[src/rtl/demux_frame_collector.sv]
// demux_frame_collector: serial bits fanned out to eight registered channels o1..o8; `DEMUX_PARITY_EN adds an even-parity check bit.
// Latency: o1..o8 and frame_valid register one cycle after the last bit of a frame is accepted.
// Backpressure: a_ready drops while a completed frame waits; frame_ready reopens it in that same cycle (no bubble).
module demux_frame_collector (
    input  logic clk,
    input  logic rst_n,
    input  logic clr,
    input  logic a,
    input  logic a_valid,
    output logic a_ready,
    output logic s1,
    output logic s2,
    output logic s3,
    output logic o1,
    output logic o2,
    output logic o3,
    output logic o4,
    output logic o5,
    output logic o6,
    output logic o7,
    output logic o8,
    output logic frame_valid,
    input  logic frame_ready
`ifdef DEMUX_PARITY_EN
    ,
    output logic parity_err
`endif
);

    typedef enum logic [1:0] {
        COLLECT = 2'd0,
`ifdef DEMUX_PARITY_EN
        PARITY  = 2'd1,
`endif
        FULL    = 2'd2
    } state_t;

    state_t      state, state_nxt;
    logic [2:0]  ptr, ptr_nxt;
    logic [7:0]  stage, stage_nxt;
    logic [7:0]  frame, frame_nxt;
    logic        fv_nxt;
    logic        accept;
`ifdef DEMUX_PARITY_EN
    logic        pe_q, pe_nxt;
`endif

    always_comb begin
        state_nxt = state;
        ptr_nxt   = ptr;
        stage_nxt = stage;
        frame_nxt = frame;
        fv_nxt    = frame_valid;
`ifdef DEMUX_PARITY_EN
        pe_nxt    = pe_q;
`endif
        a_ready   = (state == FULL) ? frame_ready : 1'b1;
        accept    = a_valid && a_ready;

        if (clr) begin
            state_nxt = COLLECT;
            ptr_nxt   = 3'd0;
            stage_nxt = 8'd0;
            frame_nxt = 8'd0;
            fv_nxt    = 1'b0;
`ifdef DEMUX_PARITY_EN
            pe_nxt    = 1'b0;
`endif
        end else begin
            if (accept) begin
                stage_nxt[ptr] = a;
                ptr_nxt        = ptr + 3'd1;
            end
            case (state)
                COLLECT: begin
                    if (accept && ptr == 3'd7) begin
`ifdef DEMUX_PARITY_EN
                        state_nxt = PARITY;
`else
                        state_nxt = FULL;
                        frame_nxt = stage_nxt;
                        fv_nxt    = 1'b1;
`endif
                    end
                end
`ifdef DEMUX_PARITY_EN
                PARITY: begin
                    // The parity bit is checked, never staged; pointer parks at 0.
                    ptr_nxt   = ptr;
                    stage_nxt = stage;
                    if (accept) begin
                        state_nxt = FULL;
                        frame_nxt = stage;
                        fv_nxt    = 1'b1;
                        pe_nxt    = ^{stage, a};
                    end
                end
`endif
                FULL: begin
                    // A bit accepted here already landed in stage[0] as o1 of the next frame.
                    if (frame_ready) begin
                        state_nxt = COLLECT;
                        fv_nxt    = 1'b0;
                    end
                end
                default: state_nxt = COLLECT;
            endcase
        end
    end

    always_ff @(posedge clk or negedge rst_n) begin
        if (!rst_n) begin
            state       <= COLLECT;
            ptr         <= 3'd0;
            stage       <= 8'd0;
            frame       <= 8'd0;
            frame_valid <= 1'b0;
`ifdef DEMUX_PARITY_EN
            pe_q        <= 1'b0;
`endif
        end else begin
            state       <= state_nxt;
            ptr         <= ptr_nxt;
            stage       <= stage_nxt;
            frame       <= frame_nxt;
            frame_valid <= fv_nxt;
`ifdef DEMUX_PARITY_EN
            pe_q        <= pe_nxt;
`endif
        end
    end

    assign {s1, s2, s3} = ptr;
    assign {o8, o7, o6, o5, o4, o3, o2, o1} = frame;
`ifdef DEMUX_PARITY_EN
    assign parity_err = pe_q;
`endif

endmodule

[config.mk]
export PLATFORM = sky130hd
export DESIGN_NAME = demux_frame_collector
export DESIGN_NICKNAME = d
export VERILOG_FILES = /design/src/rtl/demux_frame_collector.sv
export SDC_FILE = /design/constraint.sdc
export NUM_CORES = 1
export LEC_CHECK = 0
export BUFFER_PORTS_ARGS = -buffer_cell sky130_fd_sc_hd__buf_2
export CELL_PAD_IN_SITES_DETAIL_PLACEMENT = 0
export CELL_PAD_IN_SITES_GLOBAL_PLACEMENT = 1
export CORE_UTILIZATION = 45
export DETAILED_ROUTE_END_ITERATION = 12
export PLACE_DENSITY_LB_ADDON = 0.05
export SETUP_SLACK_MARGIN = 0.5
export SYNTH_ARGS = -nofsm -noshare
export SYNTH_HDL_FRONTEND = slang
export SYNTH_SLANG_ARGS = --single-unit
[constraint.sdc]
create_clock -name clk -period 3.5 [get_ports clk]
set_input_delay 0.175 -clock clk [delete_from_list [all_inputs] [get_ports clk]]
set_output_delay 0.175 -clock clk [all_outputs]
set_load 0.02 [all_outputs]
-- Word level (Yosys, flattened, before mapping)
Cells that the tools add are included.
- input port bits: 6
- word-level logic and storage cells: 42
- memory bits (read-only): 0
- RAM bits: 0
- memories kept: 0
- flip-flop bits (word level): 22
- latch bits: 0
- output and inout port bits: 13
- multiply operators: 0
- add/subtract/negate cells: 1
- $lt $le $gt $ge: 2
- bitwise operators: 0
- shift-type cells: 0
- muxes and demuxes: 19
- equal/unequal tests: 4
- reduce and logical (&&, ||, !) cells: 11
- divide/modulo/power cells: 0
- operator list (cell ; count):
    two-way mux 8 bit ; 5
    bitwise mux 8 bit ; 1
    two-way mux 2 bit ; 3
    two-way mux 3 bit ; 2
    != test 3 bit (second input constant) ; 2
    nonzero test 2 bit ; 3
    two-way mux 1 bit ; 5
    less-than comparator 3 x 4 -> 1 bit (second input constant) ; 1
    case mux 2 bit (2 select lines) ; 1
    AND reduction 2 bit ; 2
    adder 3 x 1 -> 3 bit (second input constant) ; 1
    demux 1 bit (select 3 bit) ; 1
    == test 3 bit (second input constant) ; 1
    >= comparator 3 x 1 -> 1 bit (second input constant) ; 1
    logical AND 1 bit ; 3
    AND reduction 3 bit ; 1
    nonzero test 3 bit ; 1
    == test 2 bit (second input constant) ; 1
    logical NOT 2 bit ; 1
    case mux 1 bit (2 select lines) ; 1

-- Depth between registers and ports, before layout
- depth in word-level cells: 9
- depth in mapped cells: 7
- gate-level depth less buffers: 5

-- Least setup slack after synthesis
No wires, ideal clock.
- path kind: register -> register
- from: register ptr[0]
- to: register frame[6]
- library setup time: 0.136 ns
- path slack: 1.874 ns
- cell stages (with the launch flop): 8
- path buffers: 2
- data arrival time: 1.490 ns
- clock period less this slack: 1.626 ns
- cells stage by stage: dfrtp_1 > ha_1 > ha_1 > and3b_1 > clkbuf_8 > buf_6 > o21bai_1 > a31oi_1
- cells in the longest elaborated chain, start to end: 9
- elaborated cells on any way between the ends: 14
- ends and longest elaborated chain (item ; RTL line ; RTL):
    start, declared ; 39 ; logic [2:0] ptr, ptr_nxt;
    start signal, assigned ; 123 ; ptr <= ptr_nxt;
    less-than comparator 3 x 4 -> 1 bit (not written as such) / >= comparator 3 x 1 -> 1 bit (equally long branches) ; 71 ; stage_nxt[ptr] = a;
    logical AND 1 bit (not written as such) ; 71 ;
    two-way mux 1 bit (not written as such) ; 71 ;
    demux 1 bit (select 3 bit) ; 71 ;
    bitwise mux 8 bit ; 71 ;
    two-way mux 8 bit ; 70 ; if (accept) begin
    two-way mux 8 bit ; 76 ; if (accept && ptr == 3'd7) begin
    two-way mux 8 bit ; 74 ; case (state)
    two-way mux 8 bit ; 60 ; if (clr) begin
    end signal, assigned ; 125 ; frame <= frame_nxt;
    end, declared ; 41 ; logic [7:0] frame, frame_nxt;
Several ways; a longest one is shown, not always the timed one. The select of a mux whose other input is x is not followed.
A chain may end at the register's enable or synchronous reset.

-- Worst setup path in the final report
- from: register ptr[1]
- to: register frame[6]
The elaborated chain is that of the path after synthesis.

==> flow_summary_export.csv <==
group,metric,value,unit
setup_path,crit_top_cell,"ha_1",
clocking,clk_path_buf_depth,2,
setup_path,critPathLaunch,"ptr[1]",
setup_path,reg2reg_from,"ptr[1]",
setup_path,path_buf_inv,0,
yosys,ys_ff_latch,20,
clocking,cts_sinks,20,
global_routing,grt_pass1_vias,735,
sta,holdWs,0.217,ns
final_layout,drive_above_1_share,28.7,%
setup_path,cp.arrival,2.11,ns
yosys,ys_seq_area_share,47.6,%
place,port-buffer-count,18,
floorplan,die_y,50.3,um
global_routing,antenna_found_initial,0,
setup_path,path_delay_family,"flip-flops",
final_layout,final_cell_mix,"20 x dfrtp_1, 18 x buf_2, 11 x nand3_1, 11 x a21oi_1",
yosys,ys_warn_count,0,
yosys,ys_types,25,
setup_path,path_cells,"ha_1, ha_1, and3b_1, o21bai_1, a31oi_1",
clocking,postCtsResizedCells,0,
place,hpwlAfterDp,1.33,mm
global_routing,grt_util_all_layers,19.0,%
setup_path,crit_path_max_incr_delay,0.64,ns
power,p_leak,0.544,nW
clocking,cts_root_buf,"clkbuf_4",
yosys,synthCells,94,
clocking,cts_tree,"done",
clocking,cts_max_level,1,
sta,fin_crit,1.90,ns
final_layout,fillers,217,
run,drv_cap,0,
route,wirelength,2.05,mm
sta,rsz0062_at_grt,"false",
power,power_density,341,nW/um2
yosys,netlist_area,1050,um2
sta,slew_headroom,61.4,%
yosys,synth_area_leaders,"dfrtp_1 48%, o21bai_1 5.7%, a21oi_1 5.2%, nand3_1 5.2%, clkbuf_8 5.2%",
sta,final-max-slew-violation-count,0,
floorplan,fp.dieArea,2530,um2
floorplan,die_x,50.3,um
clocking,insertion_delay,0.30,ns
place,gp_congestion,0.723,
sta,finalSetupTns,0,ns
final_layout,fin_area,1120,um2
route,drt_iter0_markers,24,
floorplan,design.core.area,2210,um2
setup_path,cpMaxStageDelayCell,"dfrtp_1",
final_layout,antenna_cells,0,
global_routing,grt-ovfl-total,0,
power,finalPower,0.383,mW
final_layout,area_delta_synth_final,7.02,%
setup_path,start_kind,"flop",
yosys,postSynthAreaPerCell,11.2,um2
power,ir_drop,0.174,mV
setup_path,crit_fanout,17,
sta,fmax,0.527,GHz
yosys,netlist.area_leader.share,47.6,%
setup_path,crit_required,3.71,ns
route,route.vias.total,790,
setup_path,cp-end-kind,"flop",
sta,post-route-period-util,54.2,%
route,ant_nets,0,
setup_path,crit_type,"flop to flop",
route,drc,0,
worst_hold_path,hp-class,"primary input to flop",
status,status,"finished, final reports clean",
place,postPlaceCellArea,1090,um2
floorplan,row_count,17,
final_layout,fin_nets,118,
yosys,syn-num-nets,102,
route,first_pass_iters,4,
sta,finalHoldViolCount,0,
clocking,clk_pin_slew_worst_paths,0.11,ns
route,via_per_inst,5.81,
global_routing,grt_max_degree,21,
global_routing,grt_pass1_wl,3.57,mm
worst_hold_path,hp-start,"a_valid",
route,drt-wirelength-per-cell,15.1,um
place,dp_cells,132,
floorplan,io_pins,19,
clocking,cts_buffers,3,
final_layout,final_common_cell,"dfrtp_1",
floorplan,initial_utilization,47.5,%
sta,finClkSkew,0.00983,ns
sta,worst_pin_slew,0.580,ns
sta,finalSetupViolCount,0,
yosys,netlist.top_cell.by_area,"dfrtp_1",
final_layout,instances_no_fill,136,
==> metal layers <==
metal	GRT usage, %	vias up	share of wire [%]
met5	0	-	0
met4	8.33	0	0.78
met3	2.73	2	3.4
met2	28.9	18	44
met1	26.7	384	51
li1	-	386	-
==> registers in the layout (all words and copies together), names as in the netlist <==
name	count
frame_valid	1
stage	8
ptr	3
frame	8
==> path summary, 6_finish.rpt <==
check / end / slack, ns / cells after the start
worst max-delay path: frame[6] / 1.60 / 5
worst min-delay path: ptr[1] / 0.22 / 3
worst max register to register: frame[6] / 1.60 / 5
worst min register to register: stage[3] / 0.55 / 2
max in group asynchronous: stage[4] / 2.84 / 2
min in group asynchronous: frame[7] / 0.34 / 2
==> worst register-to-register path: stages (launching register included) <==
cell and delay (ns):
dfrtp_1 0.64, ha_1 0.23, ha_1 0.13, and3b_1 0.53, o21bai_1 0.12, a31oi_1 0.17
==> cells in the mapped netlist <==
| cell type | instances |
|---|---|
| a21oi_1 | 11 |
| a31oi_1 | 8 |
| and3b_1 | 1 |
| and4_2 | 1 |
| and4b_2 | 2 |
| and4bb_2 | 1 |
| buf_2 | 1 |
| buf_6 | 1 |
| clkbuf_1 | 1 |
| clkbuf_8 | 4 |
| dfrtp_1 | 20 |
| dlygate4sd1_1 | 1 |
| ha_1 | 2 |
| inv_1 | 1 |
| inv_2 | 2 |
| nand3_1 | 11 |
| nand3b_1 | 2 |
| nor2_1 | 2 |
| nor2b_4 | 1 |
| o21ai_0 | 3 |
| o21bai_1 | 8 |
| o31ai_1 | 6 |
| o31ai_4 | 2 |
| or3_1 | 1 |
| or3b_4 | 1 |
==> power breakdown <==
| part | internal [mW] | switching, mW |
|---|---|---|
| clock network | 0.0400 | 0.0682 |
| logic | 0.0130 | 0.0217 |
| registers | 0.234 | 0.00651 |
| total | 0.287 | 0.0964 |
==> through the flow <==
step	worst slack, ns	util (%)
3_3_place_gp	1.70	49.4
5_1_grt	1.41	50.8
3_5_place_dp	1.62	49.4
4_1_cts	1.59	50.8
2_1_floorplan	1.87	-
6_report	1.60	50.8
==> what timing repair did <==
item	4_1_cts	5_1_grt
endpoints found under the setup margin	0	0
endpoints found under the hold margin	20	0
hold buffers	1	0
buffers inserted	0	0
==> final cells by class <==
| type | count | area [um2] | area share, % |
|---|---|---|---|
| repair buffers | 19 | 100 | 8.90 |
| inverters | 3 | 11.3 | 1.00 |
| well taps | 28 | 35.0 | 3.11 |
| multi-input cells | 63 | 455 | 40.5 |
| clock buffers | 3 | 22.5 | 2.00 |
| flip-flops and latches | 20 | 500 | 44.5 |
==> logic make-up after synthesis <==
| kind of cell | count (synthesis) | share of synthesized area [%] |
|---|---|---|
| AND/OR/NAND/NOR | 23 | 15.5 |
| buffers and inverters | 11 | 9.05 |
| flip-flops | 20 | 47.6 |
| AO/OA/AOI/OAI | 38 | 25.5 |
| adder cells (fa/ha/maj) | 2 | 2.38 |
Note: power is estimated with default switching activity, not from simulation.
